==> config.mk <==
export PLATFORM = sky130hd
export DESIGN_NAME = inst_select_queue
export DESIGN_NICKNAME = d
export VERILOG_FILES = /design/src/rtl/inst_select_queue.sv
export SDC_FILE = /design/constraint.sdc
export NUM_CORES = 1
export LEC_CHECK = 0
export ABC_AREA = 1
export CAP_MARGIN = 5
export CORE_ASPECT_RATIO = 1.75
export CORE_MARGIN = 4
export CORE_UTILIZATION = 40
export CTS_BUF_LIST = sky130_fd_sc_hd__clkbuf_4 sky130_fd_sc_hd__clkbuf_8 sky130_fd_sc_hd__clkbuf_16
export CTS_CLUSTER_DIAMETER = 30
export DETAILED_ROUTE_END_ITERATION = 8
export DONT_BUFFER_PORTS = 1
export GPL_TIMING_DRIVEN = 0
export SETUP_SLACK_MARGIN = 0.1
export SYNTH_ARGS = -nofsm -noshare
export SYNTH_HDL_FRONTEND = slang
export SYNTH_SLANG_ARGS = --single-unit
==> constraint.sdc <==
create_clock -name clk -period 2 [get_ports clk]
set_input_delay 0.2 -clock clk [delete_from_list [all_inputs] [get_ports clk]]
set_output_delay 0.2 -clock clk [all_outputs]
set_load 0.05 [all_outputs]
==> src/rtl/inst_select_queue.sv <==
// Instruction-source selector: picks the lowest-index requesting source, queues the
// tagged instruction in a DEPTH-entry FIFO, and issues the head on a step pulse.
// Optional: define INST_SELECT_BYPASS_EN to let a request go straight to curr_inst when
// the queue is empty and an issue is requested on the same edge.
module inst_select_queue #(
  parameter  int WIDTH   = 16,
  parameter  int NUM_SRC = 2,
  parameter  int DEPTH   = 4,
  localparam int SW      = (NUM_SRC > 1) ? $clog2(NUM_SRC) : 1,
  localparam int CW      = $clog2(DEPTH + 1)
) (
  input  logic                     clk,
  input  logic                     reset,
  input  logic [NUM_SRC*WIDTH-1:0] src_inst,
  input  logic [NUM_SRC-1:0]       src_pulse,
  input  logic                     issue_pulse,
  input  logic                     halt,
  input  logic                     flush,
  input  logic                     clr_err,
  output logic [WIDTH-1:0]         curr_inst,
  output logic [SW-1:0]            curr_src,
  output logic                     inst_valid,
  output logic [CW-1:0]            q_count,
  output logic                     q_empty,
  output logic                     q_full,
  output logic                     overflow,
  output logic                     collision
);

  localparam int PW = $clog2(DEPTH);

  typedef struct packed {
    logic [WIDTH-1:0] inst;
    logic [SW-1:0]    src;
  } entry_t;

  entry_t          mem [DEPTH];
  logic [PW-1:0]   head;
  logic [PW-1:0]   tail;
  logic [CW-1:0]   count;

  entry_t          win_entry;
  logic            any_req;
  logic            multi_req;
  logic            can_pop;
  logic            bypass;
  logic            push;
  logic            pop;
  logic            ovf_set;

  // Explicit wrap compare so DEPTH need not be a power of two.
  function automatic logic [PW-1:0] wrap_inc(input logic [PW-1:0] p);
    return (p == PW'(DEPTH - 1)) ? '0 : p + 1'b1;
  endfunction

  // Priority select: scanning downward leaves the lowest set index as the winner.
  always_comb begin
    // NOTE: every always_comb output gets a default first so no path can infer a latch.
    win_entry = '0;
    any_req   = 1'b0;
    for (int i = NUM_SRC - 1; i >= 0; i--) begin
      if (src_pulse[i]) begin
        win_entry.inst = src_inst[i*WIDTH +: WIDTH];
        win_entry.src  = SW'(i);
        any_req        = 1'b1;
      end
    end
  end

  assign multi_req = |(src_pulse & (src_pulse - NUM_SRC'(1)));

  assign q_empty = (count == '0);
  assign q_full  = (count == CW'(DEPTH));
  assign q_count = count;

  assign can_pop = issue_pulse && !halt && !q_empty;

`ifdef INST_SELECT_BYPASS_EN
  assign bypass = q_empty && issue_pulse && !halt && any_req && !flush;
`else
  assign bypass = 1'b0;
`endif

  assign pop     = can_pop && !flush;
  assign push    = any_req && (!q_full || can_pop) && !flush && !bypass;
  assign ovf_set = any_req && q_full && !can_pop && !flush;

  // NOTE: the storage array has no reset; its contents are don't-care until written,
  // and leaving it out of the reset keeps it a plain RAM-style register file.
  always_ff @(posedge clk) begin
    if (push) begin
      mem[tail] <= win_entry;
    end
  end

  always_ff @(posedge clk or posedge reset) begin
    if (reset) begin
      head       <= '0;
      tail       <= '0;
      count      <= '0;
      curr_inst  <= '0;
      curr_src   <= '0;
      inst_valid <= 1'b0;
      overflow   <= 1'b0;
      collision  <= 1'b0;
    end else begin
      if (flush) begin
        head       <= '0;
        tail       <= '0;
        count      <= '0;
        inst_valid <= 1'b0;
      end else begin
        if (push) begin
          tail <= wrap_inc(tail);
        end
        if (pop) begin
          head       <= wrap_inc(head);
          curr_inst  <= mem[head].inst;
          curr_src   <= mem[head].src;
          inst_valid <= 1'b1;
        end else if (bypass) begin
          curr_inst  <= win_entry.inst;
          curr_src   <= win_entry.src;
          inst_valid <= 1'b1;
        end
        case ({push, pop})
          2'b10:   count <= count + 1'b1;
          2'b01:   count <= count - 1'b1;
          default: count <= count;
        endcase
      end
      // Set wins over a same-cycle clear.
      overflow  <= ovf_set   || (overflow  && !clr_err);
      collision <= multi_req || (collision && !clr_err);
    end
  end

endmodule

==> impl_results.html <==
<table>
<tr><th>Metric</th><th>Value</th></tr>
<tr><th colspan="2">Yosys</th></tr>
<tr><td>Post-Synthesis Cells</td><td>339</td></tr>
<tr><td>Post-Synthesis Cell Area</td><td>roughly 4000 µm²</td></tr>
<tr><td>Cell type with the highest aggregate area in the netlist</td><td>sky130_fd_sc_hd__edfxtp_1</td></tr>
<tr><td>Top post-synthesis cells by area</td><td>sky130_fd_sc_hd__edfxtp_1 (52%), sky130_fd_sc_hd__dfrtp_1 (17%), sky130_fd_sc_hd__nand2_1 (6.5%), sky130_fd_sc_hd__o21ai_0 (4.2%), sky130_fd_sc_hd__nor2_1 (3.8%)</td></tr>
<tr><td>Proportion of netlist area held by the largest area contributor</td><td>51.6%</td></tr>
<tr><td>Post-synthesis cell type count</td><td>25</td></tr>
<tr><td>Synth Register Bits</td><td>95</td></tr>
<tr><td>Syn. warnings</td><td>0</td></tr>
<tr><td>Post-Syn Nets</td><td>around 390</td></tr>
<tr><td>Proportion of synthesized chip area in sequential cells</td><td>68.7%</td></tr>
<tr><td>Mean post-synth cell area</td><td>roughly 12 µm²</td></tr>
<tr><th colspan="2">CTS</th></tr>
<tr><td>Total number of clock tree sinks</td><td>between 90 and 100</td></tr>
<tr><td>Clock buffer depth</td><td>2</td></tr>
<tr><td>Clock latency at the later pin of the worst-skew pair</td><td>0.34 ns</td></tr>
<tr><td>Clock H-tree levels</td><td>3</td></tr>
<tr><td>Clock tree root buffer cell</td><td>sky130_fd_sc_hd__clkbuf_16</td></tr>
<tr><td>CTS tree</td><td>built</td></tr>
<tr><td>Worst-path clk slew</td><td>0.07 ns</td></tr>
<tr><td>Total clock buffers created by CTS</td><td>9</td></tr>
<tr><th colspan="2">Timing</th></tr>
<tr><td>Number of hold-slack violations in the final timing report</td><td>0</td></tr>
<tr><td>Skew final</td><td>roughly 0.0076 ns</td></tr>
<tr><td>Final worst setup slack</td><td>0.0191 ns</td></tr>
<tr><td>Min Tclk post-route</td><td>~2 ns</td></tr>
<tr><td>Final setup fails</td><td>0</td></tr>
<tr><td>Tightest Pin Transition</td><td>0.913 ns</td></tr>
<tr><td>Headroom to the max-slew limit</td><td>38.8%</td></tr>
<tr><td>Number of max-slew violations in the final report</td><td>0</td></tr>
<tr><td>Setup repair after global routing missed its margin</td><td>yes</td></tr>
<tr><td>Max Fclk</td><td>0.505 GHz</td></tr>
<tr><td>Share of the cycle needed by the critical path after routing</td><td>99.0%</td></tr>
<tr><th colspan="2">Drt</th></tr>
<tr><td>Total detailed-routing wirelength</td><td>9120 µm</td></tr>
<tr><td>Via Count</td><td>2546</td></tr>
<tr><td>Number of iterations in the first detailed-routing pass</td><td>4</td></tr>
<tr><td>DR vias/cell</td><td>5.23</td></tr>
<tr><td>Post-route DRC violation count</td><td>0</td></tr>
<tr><td>Post-route antenna net violation count</td><td>0</td></tr>
<tr><td>DR iter-0 viols</td><td>113</td></tr>
<tr><td>Routed wire per std cell</td><td>18.7 µm</td></tr>
<tr><th colspan="2">Floorplan</th></tr>
<tr><td>Core region area</td><td>9590 µm²</td></tr>
<tr><td>Die height</td><td>roughly 140 µm</td></tr>
<tr><td>Overall die width</td><td>a little over 80 µm</td></tr>
<tr><td>Initial Utilization</td><td>41.3%</td></tr>
<tr><td>Top Ports</td><td>65</td></tr>
<tr><td>Area of the die</td><td>11600 µm²</td></tr>
<tr><td>Number of rows in the core area</td><td>47</td></tr>
<tr><th colspan="2">Finish</th></tr>
<tr><td>Relative area change from synthesis to final layout</td><td>16.0%</td></tr>
<tr><td>Highest-count cells in the layout ignoring fill and taps</td><td>sky130_fd_sc_hd__nand2_1 (69), sky130_fd_sc_hd__edfxtp_1 (68), sky130_fd_sc_hd__nor2_1 (36), sky130_fd_sc_hd__o21ai_0 (33), sky130_fd_sc_hd__dfrtp_1 (24)</td></tr>
<tr><td>Antenna diode count</td><td>0</td></tr>
<tr><td>Proportion of layout cells with a drive suffix above 1</td><td>~17%</td></tr>
<tr><td>Most common library cell in the layout ignoring fill and taps</td><td>sky130_fd_sc_hd__nand2_1</td></tr>
<tr><td>Final net count</td><td>406</td></tr>
<tr><th colspan="2">Worst setup path</th></tr>
<tr><td>Kind of end point of the critical path</td><td>register</td></tr>
<tr><td>CP max FO</td><td>5</td></tr>
<tr><td>Kind of critical path</td><td>register to register</td></tr>
<tr><td>Data required time at the worst endpoint</td><td>2.23 ns</td></tr>
<tr><td>Reg-to-reg setup timing slack</td><td>0.02 ns</td></tr>
<tr><td>Critical path launch point type</td><td>register</td></tr>
<tr><td>Depth of the worst register-to-register path</td><td>13</td></tr>
<tr><td>End of the worst register-to-register path</td><td>q_count[2]</td></tr>
<tr><td>Launch instance of the worst register-to-register path</td><td>q_count[1]</td></tr>
<tr><td>Arrival time reported for the critical path endpoint</td><td>2.21 ns</td></tr>
<tr><th colspan="2">Hold path</th></tr>
<tr><td>Path class of the lowest-slack min-delay path</td><td>input pin to register</td></tr>
<tr><td>Worst hold start</td><td>flush</td></tr>
<tr><td>Worst Hold End</td><td>q_count[0]</td></tr>
<tr><td>Depth of the worst hold-timing path</td><td>3</td></tr>
<tr><th colspan="2">Global routing</th></tr>
<tr><td>Maximum number of pins on one net before global-route repair</td><td>28</td></tr>
<tr><td>Global route overflow</td><td>0</td></tr>
<tr><td>All-Layer GR Usage</td><td>16.1%</td></tr>
<tr><td>Vias in the first global route</td><td>roughly 2700</td></tr>
<tr><td>Initial antenna violation count</td><td>0</td></tr>
<tr><td>Global-route wire length before repair</td><td>approximately 14000 µm</td></tr>
<tr><th colspan="2">Placed design</th></tr>
<tr><td>Half-perimeter wire length of the detailed placement result</td><td>6030 µm</td></tr>
<tr><td>GPL Wtd Cong</td><td>0.761</td></tr>
<tr><td>Port-buffer cells</td><td>0</td></tr>
<tr><td>Post-placement setup slack</td><td>-0.207 ns</td></tr>
<tr><th colspan="2">Run</th></tr>
<tr><td>Number of max-capacitance violations reported</td><td>0</td></tr>
<tr><th colspan="2">Power</th></tr>
<tr><td>PwrDens</td><td>1340 nW/µm²</td></tr>
<tr><td>Worst voltage drop across the vdd grid</td><td>0.000588 V</td></tr>
<tr><td>Overall power of the completed layout</td><td>a little over 6 mW</td></tr>
<tr><td>Leak</td><td>1.82 nW</td></tr>
<tr><th colspan="2">Outcome</th></tr>
<tr><td>Outcome</td><td>finished, final reports clean</td></tr>
</table>
Yosys cell counts:
| cell type | instances |
|---|---|
| sky130_fd_sc_hd__o21ai_1 | 5 |
| sky130_fd_sc_hd__o21ai_0 | 33 |
| sky130_fd_sc_hd__a22o_1 | 16 |
| sky130_fd_sc_hd__nor2_2 | 2 |
| sky130_fd_sc_hd__a21oi_4 | 1 |
| sky130_fd_sc_hd__ha_1 | 5 |
| sky130_fd_sc_hd__nand3_1 | 6 |
| sky130_fd_sc_hd__buf_6 | 2 |
| sky130_fd_sc_hd__dfrtp_1 | 27 |
| sky130_fd_sc_hd__buf_2 | 8 |
| sky130_fd_sc_hd__nor3_1 | 1 |
| sky130_fd_sc_hd__inv_4 | 1 |
| sky130_fd_sc_hd__nor2_1 | 40 |
| sky130_fd_sc_hd__edfxtp_1 | 68 |
| sky130_fd_sc_hd__clkbuf_1 | 5 |
| sky130_fd_sc_hd__inv_1 | 16 |
| sky130_fd_sc_hd__o22ai_1 | 19 |
| sky130_fd_sc_hd__nor2_4 | 1 |
| sky130_fd_sc_hd__nand2_1 | 69 |
| sky130_fd_sc_hd__nand2_2 | 5 |
| sky130_fd_sc_hd__fa_1 | 1 |
| sky130_fd_sc_hd__xnor2_1 | 1 |
| sky130_fd_sc_hd__nand3_2 | 1 |
| sky130_fd_sc_hd__inv_2 | 5 |
| sky130_fd_sc_hd__a21oi_1 | 1 |
kinds of logic (layout without fill, tap and decap cells):
logic type / Yosys count / count (layout) / share of synthesized area (%)
DFF: 95 / 95 / 68.7
and+or+nand+nor: 125 / 125 / 12.9
adders and majority gates: 6 / 6 / 2.09
buffers and inverters: 37 / 63 / 4.21
AOI/OAI and AO/OA: 75 / 75 / 11.9
xor gates and xnor gates: 1 / 1 / 0.221
final cells by class:
class                      instances  area, µm²
buffer                            15       81.3
clock buffer                      11        240
clock inverter                     5       60.1
fill                             844       5000
inverter                          22       85.1
multi-input combinational        207       1140
sequential                        95       2730
tap                              122        153
timing repair buffer              10        103
flip-flops by register name (all words and copies together) (netlist names):
signal	count
mem	68
curr_inst	16
q_count	3
head	2
tail	2
collision	1
curr_src	1
inst_valid	1
overflow	1
layer usage:
layer  up-vias  wire length [µm]  GRT usage, %
li1       1232                 -             -
met1      1241              3350          17.3
met2        62              5150          29.8
met3        11               441          3.31
met4         0               172          7.24
met5         -                 0             0
worst max-delay path, cell delays in order, from the launching register on:
cell and delay (ns):
sky130_fd_sc_hd__dfrtp_4 0.59, sky130_fd_sc_hd__nor2_4 0.18, sky130_fd_sc_hd__nand2_4 0.07, sky130_fd_sc_hd__nand2_4 0.07
sky130_fd_sc_hd__nor2_4 0.04, sky130_fd_sc_hd__nand2_2 0.06, sky130_fd_sc_hd__inv_2 0.04, sky130_fd_sc_hd__fa_2 0.37
sky130_fd_sc_hd__xnor2_2 0.16, sky130_fd_sc_hd__inv_1 0.05, sky130_fd_sc_hd__nand2_1 0.06, sky130_fd_sc_hd__nand2_1 0.05
sky130_fd_sc_hd__nand3_1 0.06, sky130_fd_sc_hd__nand2_1 0.06
where the power goes:
part           total (mW)  internal, mW  switching, mW
registers            3.37          2.47          0.904
logic                1.07         0.365          0.708
clock network        1.69         0.998          0.694
total                6.14          3.83           2.31
worst max-delay path by stage:
stage	endpoint	cells after the start	start
6_report	q_count[2]	13	q_count[1]
2_1_floorplan	q_count[2]	13	q_count[0]
3_3_place_gp	mem[0][8]	4	q_count[1]
3_5_place_dp	mem[0][8]	4	q_count[1]
5_1_grt	q_count[2]	13	q_count[1]
4_1_cts	mem[3][10]	4	q_count[0]
repair_timing:
action | CTS | global route
endpoints found under the setup margin | 71 | 54
setup buffers | 3 | 3
hold buffers | 2 | 1
resized for setup | 6 | 3
pin swaps | 6 | 4
endpoints found under the hold margin | 3 | 10
through the flow:
step                hold WS [ns]  util [%]  instance area [µm²]  std cells  setup TNS (ns)
floorplan                  0.253         -                 4000        339               0
finish                    0.0119      47.9                 4590        487               0
global route              0.0145      47.9                 4590        487         -0.0941
CTS                      0.00548      47.1                 4510        482           -4.72
detailed placement         0.266      43.3                 4150        461          -11.77
global placement           0.265      43.3                 4150        461          -12.11
No activity file was read; power rests on OpenSTA's default activity.
